**src/rtl/log_normalizer.sv**
```systemverilog
// -----------------------------------------------------------------------------
// log_normalizer
//
// Sequential leading-one normalizer that feeds the iterative log2 fraction
// stage. An unsigned W-bit operand a is shifted left until its leading one
// reaches the MSB. The result is:
//   - a mantissa x in [1,2), as unsigned 1.N fixed point;
//   - the exponent e = floor(log2(a)).
// The block then satisfies log2(a) = e + log2(x).
//
// Handshake: the same start/done protocol as the downstream stage.
//   - done is high while the block is idle or armed.
//   - An operation is accepted on a start edge seen in ARMED.
//   - ARMED is only reached after start has been observed low.
//
// Parameters:
//   W  operand width (>= 2; >= 4 when the fast path is enabled)
//   N  mantissa fraction bits (N <= W-1)
//   E  exponent width (>= ceil(log2(W)))
//
// Ports:
//   clk    in   1      rising-edge clock
//   reset  in   1      synchronous, active-high reset
//   start  in   1      request; qualified by a preceding low level
//   a      in   W      operand, sampled on the accepting edge
//   x      out  [0:N]  mantissa; x[0] is the integer bit, x[1:N] the fraction
//   e      out  E      exponent (bit index of the leading one of a)
//   zero   out  1      last accepted operand was zero
//   done   out  1      high when not normalizing
//
// Build option:
//   LOG_NORM_FAST_EN  When defined, four leading zero bits are skipped in a
//                     single cycle whenever possible. Results are unchanged;
//                     only the latency is shorter.
// -----------------------------------------------------------------------------
module log_normalizer #(
  parameter int W = 32,
  parameter int N = 8,
  parameter int E = 5
) (
  input  logic         clk,
  input  logic         reset,
  input  logic         start,
  input  logic [W-1:0] a,
  output logic [0:N]   x,
  output logic [E-1:0] e,
  output logic         zero,
  output logic         done
);

  typedef enum logic [1:0] {
    IDLE  = 2'd0,
    ARMED = 2'd1,
    NORM  = 2'd2
  } state_t;

  state_t       state_reg, state_next;
  logic [W-1:0] s_reg,     s_next;
  logic [E-1:0] cnt_reg,   cnt_next;
  logic [0:N]   x_reg,     x_next;
  logic [E-1:0] e_reg,     e_next;
  logic         zero_reg,  zero_next;

  // State and datapath registers.
  always_ff @(posedge clk) begin
    if (reset) begin
      state_reg <= IDLE;
      s_reg     <= '0;
      cnt_reg   <= '0;
      x_reg     <= '0;
      e_reg     <= '0;
      zero_reg  <= 1'b0;
    end else begin
      state_reg <= state_next;
      s_reg     <= s_next;
      cnt_reg   <= cnt_next;
      x_reg     <= x_next;
      e_reg     <= e_next;
      zero_reg  <= zero_next;
    end
  end

  // Next-state and datapath logic.
  always_comb begin
    state_next = state_reg;
    s_next     = s_reg;
    cnt_next   = cnt_reg;
    x_next     = x_reg;
    e_next     = e_reg;
    zero_next  = zero_reg;

    case (state_reg)
      IDLE: begin
        // A start still held from the previous request must drop first.
        // Otherwise one long pulse would launch a second operation.
        if (!start) begin
          state_next = ARMED;
        end
      end

      ARMED: begin
        if (start) begin
          s_next     = a;
          cnt_next   = E'(W - 1);
          state_next = NORM;
        end
      end

      NORM: begin
        if (s_reg == '0) begin
          // A zero operand has no leading one. Report it in a single cycle.
          zero_next  = 1'b1;
          x_next     = '0;
          e_next     = '0;
          state_next = IDLE;
        end else if (s_reg[W-1]) begin
          // The leading one is now at the MSB. The top N+1 bits form the
          // mantissa; the bits below it are truncated. cnt tracks the
          // original position of the bit that is now at the MSB.
          x_next     = s_reg[W-1 -: N+1];
          e_next     = cnt_reg;
          zero_next  = 1'b0;
          state_next = IDLE;
        end
`ifdef LOG_NORM_FAST_EN
        else if (s_reg[W-1 -: 4] == 4'b0000) begin
          // s is nonzero here, so cnt stays at or above 4. No wrap occurs.
          s_next   = s_reg << 4;
          cnt_next = cnt_reg - E'(4);
        end
`endif
        else begin
          s_next   = s_reg << 1;
          cnt_next = cnt_reg - E'(1);
        end
      end

      default: begin
        state_next = IDLE;
      end
    endcase
  end

  assign x    = x_reg;
  assign e    = e_reg;
  assign zero = zero_reg;
  assign done = (state_reg != NORM);

endmodule

```
**config.mk**
```make
export PLATFORM = sky130hd
export DESIGN_NAME = log_normalizer
export DESIGN_NICKNAME = d
export VERILOG_FILES = /design/src/rtl/log_normalizer.sv
export SDC_FILE = /design/constraint.sdc
export NUM_CORES = 1
export LEC_CHECK = 0
export CORE_ASPECT_RATIO = 0.7
export CORE_UTILIZATION = 53
export CTS_CLUSTER_SIZE = 14
export DETAILED_ROUTE_END_ITERATION = 12
export GPL_TIMING_DRIVEN = 0
export PLACE_DENSITY = 0.84
export SLEW_MARGIN = 20
export SYNTH_ARGS = -nofsm -noshare
export SYNTH_HDL_FRONTEND = slang
export SYNTH_SLANG_ARGS = --single-unit
```
**constraint.sdc**
```tcl
create_clock -name clk -period 4.8 [get_ports clk]
set_clock_uncertainty 0.2 [all_clocks]
set_input_delay 1.2 -clock clk [delete_from_list [all_inputs] [get_ports clk]]
set_output_delay 1.2 -clock clk [all_outputs]
set_load 0.1 [all_outputs]
```
# Word-level counts from Yosys, hierarchy flattened
# Cells that the tools add are included.
[word_totals] regBits=54 latch_bits=0 mem_bits_rw=0 mem_bits_ro=0 input_bits=35 out_inout_bits=16 word_cells=43 mem_count=0
[op_classes] add_sub_neg=1 multipliers=0 n_div=0 magnitude_cmp=0 eq_ne=8 shifts=0 muxes=19 bitwise_logic=0 reduce_logical=8
[op_table] cell="32-bit two-way mux" count=3
[op_table] cell="32-bit case mux with 2 select lines" count=1
[op_table] cell="32-bit logical NOT" count=1
[op_table] cell="5-bit two-way mux" count=5
[op_table] cell="9-bit two-way mux" count=2
[op_table] cell="2-bit inequality test, second input constant" count=5
[op_table] cell="5-bit case mux with 2 select lines" count=1
[op_table] cell="2-bit two-way mux" count=4
[op_table] cell="2-bit case mux with 3 select lines" count=1
[op_table] cell="3-bit AND reduction" count=2
[op_table] cell="5-bit by 1-bit subtractor with 5-bit output, second input constant" count=1
[op_table] cell="4-bit AND reduction" count=1
[op_table] cell="2-bit nonzero test" count=2
[op_table] cell="3-bit inequality test, second input constant" count=1
[op_table] cell="2-bit by 1-bit equality test with 1-bit output, second input constant" count=1
[op_table] cell="2-bit equality test, second input constant" count=1
[op_table] cell="2-bit logical NOT" count=1
[op_table] cell="1-bit two-way mux" count=2
[op_table] cell="2-bit AND reduction" count=1

# Longest topological paths before layout
[logic_depth] depth_word=4 depth_mapped=7 mapped_depth_nobuf=6

# Worst setup path before layout
# No wires, ideal clock.
[synth_path] kind="reg2out" from="register state_reg[0]" to="output done" t_arrival_ps=1221 required_ps=3400 slack_ps=2179 path_stages_with_launch=3 n_path_buf=0 path_cell_list="dfxtp_1 and2b_2 inv_1"
[synth_between] elab_chain_len=1
[synth_rtl] element="start: declaration" line_no="57" text="state_t state_reg, state_next;"
[synth_rtl] element="start signal: assignment" line_no="74" text="state_reg <= state_next;"
[synth_rtl] element="2-bit inequality test" line_no="147" text="assign done = (state_reg != NORM);"
[synth_rtl] element="end: declaration" line_no="48" text="output logic done"
# No other way between the ends.

# Worst setup path after layout
# Ends and elaborated chain as after synthesis.

==> summary.md <==
| Metric | Value |
|---|---|
| Clock sinks | 54 |
| Slew @ Worst Pin | 0.974 ns |
| CP required | 3.40 ns |
| Die ar. | 0.00444 mm^2 |
| Hold path start | e[1]$_SDFFE_PP0P_ |
| Vias in the first global route | 1892 |
| Vias/cell | 5.69 |
| Core Area | 0.00395 mm^2 |
| Pwr Total | 0.947 mW |
| Final setup violation count | 0 |
| Mean Syn Cell Area | 8.28 um^2 |
| Static Leak | 1.13 nW |
| Die Wd | 79.2 um |
| First-pass GRT wire length | 8710 um |
| Grt ovf | 0 |
| Post-synth top area share | 48.9% |
| Clock latency on the worst-skew pair | 0.30 ns |
| Max Cap Viol | 0 |
| Layout cells sized above 1 | 6.79% |
| Largest net degree at the start of global routing | 17 |
| Area delta synth->final | 29.4% |
| Antenna Cells | 0 |
| Setup Fix Bufs, Post-CTS | 0 |
| Cell Area, Synth | 0.00221 mm^2 |
| Power density cells | 331 mW/mm^2 |
| Util after Layout | 72.5% |
| CTS Hold Buffers Added | 0 |
| Unique masters post-synth | 35 |
| R2r endpoint | s_reg[1]$_SDFFE_PP0P_ |
| Fin Hold WS | 0.286 ns |
| Drt pass-1 iters | 5 |
| Fin cells | 376 |
| H-tree levels | 2 |
| Cell taking the most area after synthesis | dfxtp_1 |
| Hold Path Class | flop to flop |
| Placed cell count | 368 |
| Hold Crit Depth | 1 |
| Final wirelength | 5160 um |
| CTS resizes | 0 |
| Endpoint class of the critical path | output pin |
| Pins Over Slew Limit | 0 |
| R2R Setup Slk | 2.54 ns |
| Setup slack after placement | 1.49 ns |
| Max_slew headroom | 34.8% |
| RePlAce Congestion | 0.806 |
| Most frequent cells in the layout | 102 x nor2_1, 54 x dfxtp_1, 49 x clkdlybuf4s50_1 |
| Placed Area | 0.00277 mm^2 |
| Post-Route Setup TNS | 0 ns |
| Post-synth EDFFs | 0 |
| Wire per inst | 13.7 um |
| Max clock buf depth | 2 |
| Ys flop type | dfxtp_1 |
| Nets | 359 |
| RR Startpoint | s_reg[10]$_SDFFE_PP0P_ |
| Vert. Die Dim | 56.0 um |
| Max Fclk | 273 MHz |
| Register area share after synthesis | 48.9% |
| Most common cell after layout, fill and taps aside | nor2_1 |
| DP Wirelength | 3850 um |
| Fin crit period | 3.66 ns |
| Yosys synthesis warning count | 0 |
| Post-synth ARST share | 0% |
| RSZ-0062 raised after global routing | false |
| Clk slew on worst S/H paths | 0.10 ns |
| Post-route ant nets | 0 |
| Port-buffer cells | 49 |
| Clk root buf | clkbuf_8 |
| Initial drt markers | 189 |
| Num ports | 51 |
| CP startpoint kind | flop |
| Status | complete, no violations |
| CTS Buf Count | 5 |
| Fin area | 0.00286 mm^2 |
| Final Hold Viols | 0 |
| Synth Net Count | 303 |
| CTS tree | built |
| Final setup margin | 1.14 ns |
| FF-to-FF path depth | 6 |
| Synthesized instance count | 267 |
| Tcrit/Tclk final | 76.2% |
| CP Max Fanout | 7 |
| Total GRT Usage | 24.9% |
| # rows | 19 |
| Initial Utilization | 56.0% |
| DR vias | 2140 |
| Drt drc | 0 |
| Worst Hold End | e[1]$_SDFFE_PP0P_ |
| Max FFs per register | 32 |
| Crit Path Category | flop to output pin |
| Worst vdd rail ir drop | 0.300 mV |
| Crit path arrival time | 2.26 ns |
| Initial antenna violation count | 0 |
| Top cells by area, synth | dfxtp_1 49%, nor2_1 17%, nor4_1 10% |
| Flop and latch count out of synthesis | 54 |
critical path, stage by stage (launching register included):
cell and delay, ns:
dfxtp_1 0.36, and2b_2 0.28, inv_1 0.15, clkdlybuf4s50_1 1.15
cell families after synthesis:
family	after synthesis	share of synthesized area (%)
DFF	54	48.9
AOI/OAI and AO/OA	34	12.4
buffers and inverters	22	5.09
and+or+nand+nor	156	33.1
adders and majority gates	1	0.566
cells in the mapped netlist (2+ instances only):
| cell type | count |
|---|---|
| buf_2 | 3 |
| inv_1 | 4 |
| a21oi_1 | 4 |
| buf_6 | 2 |
| a211oi_1 | 4 |
| nor2_1 | 102 |
| a22o_1 | 13 |
| buf_4 | 3 |
| nor4_1 | 37 |
| clkbuf_1 | 10 |
| nor3_1 | 5 |
| o21ai_0 | 2 |
| dfxtp_1 | 54 |
| nand4_1 | 2 |
| and4_1 | 2 |
routing by layer:
| metal | GRT usage (%) | up-vias | wire length, um |
|---|---|---|---|
| met5 | 0 | - | 0 |
| met4 | 8.05 | 0 | 64 |
| met3 | 5.25 | 8 | 421 |
| met2 | 36.3 | 93 | 2270 |
| met1 | 36.3 | 977 | 2410 |
| li1 | - | 1062 | - |
worst max-delay path by stage:
stage          cells past startpoint  slack (ns)    to                      start
6_report                           3        1.14  done  state_reg[0]$_SDFFE_PP0P_
5_1_grt                            3        1.09  done  state_reg[0]$_SDFFE_PP0P_
4_1_cts                            3        1.15  done  state_reg[0]$_SDFFE_PP0P_
3_5_place_dp                       3        1.49  done  state_reg[0]$_SDFFE_PP0P_
3_3_place_gp                       3        1.51  done  state_reg[0]$_SDFFE_PP0P_
2_1_floorplan                      2        2.18  done  state_reg[0]$_SDFFE_PP0P_
cell type report:
| class | count | area (um^2) |
|---|---|---|
| Sequential cell | 54 | 1080 |
| Inverter | 4 | 15.0 |
| Fill cell | 353 | 1080 |
| Clock inverter | 2 | 12.5 |
| Timing Repair Buffer | 49 | 490 |
| Multi-Input combinational cell | 191 | 1020 |
| Clock buffer | 6 | 82.6 |
| Buffer | 18 | 97.6 |
| Tap cell | 52 | 65.1 |
report_power, final:
group / switching, mW / internal, mW / leakage, nW / total, mW
clock network: 0.146 / 0.116 / 0.0472 / 0.262
logic: 0.0975 / 0.0778 / 0.639 / 0.175
registers: 0.0304 / 0.480 / 0.440 / 0.510
(Power assumes the default switching activity.)
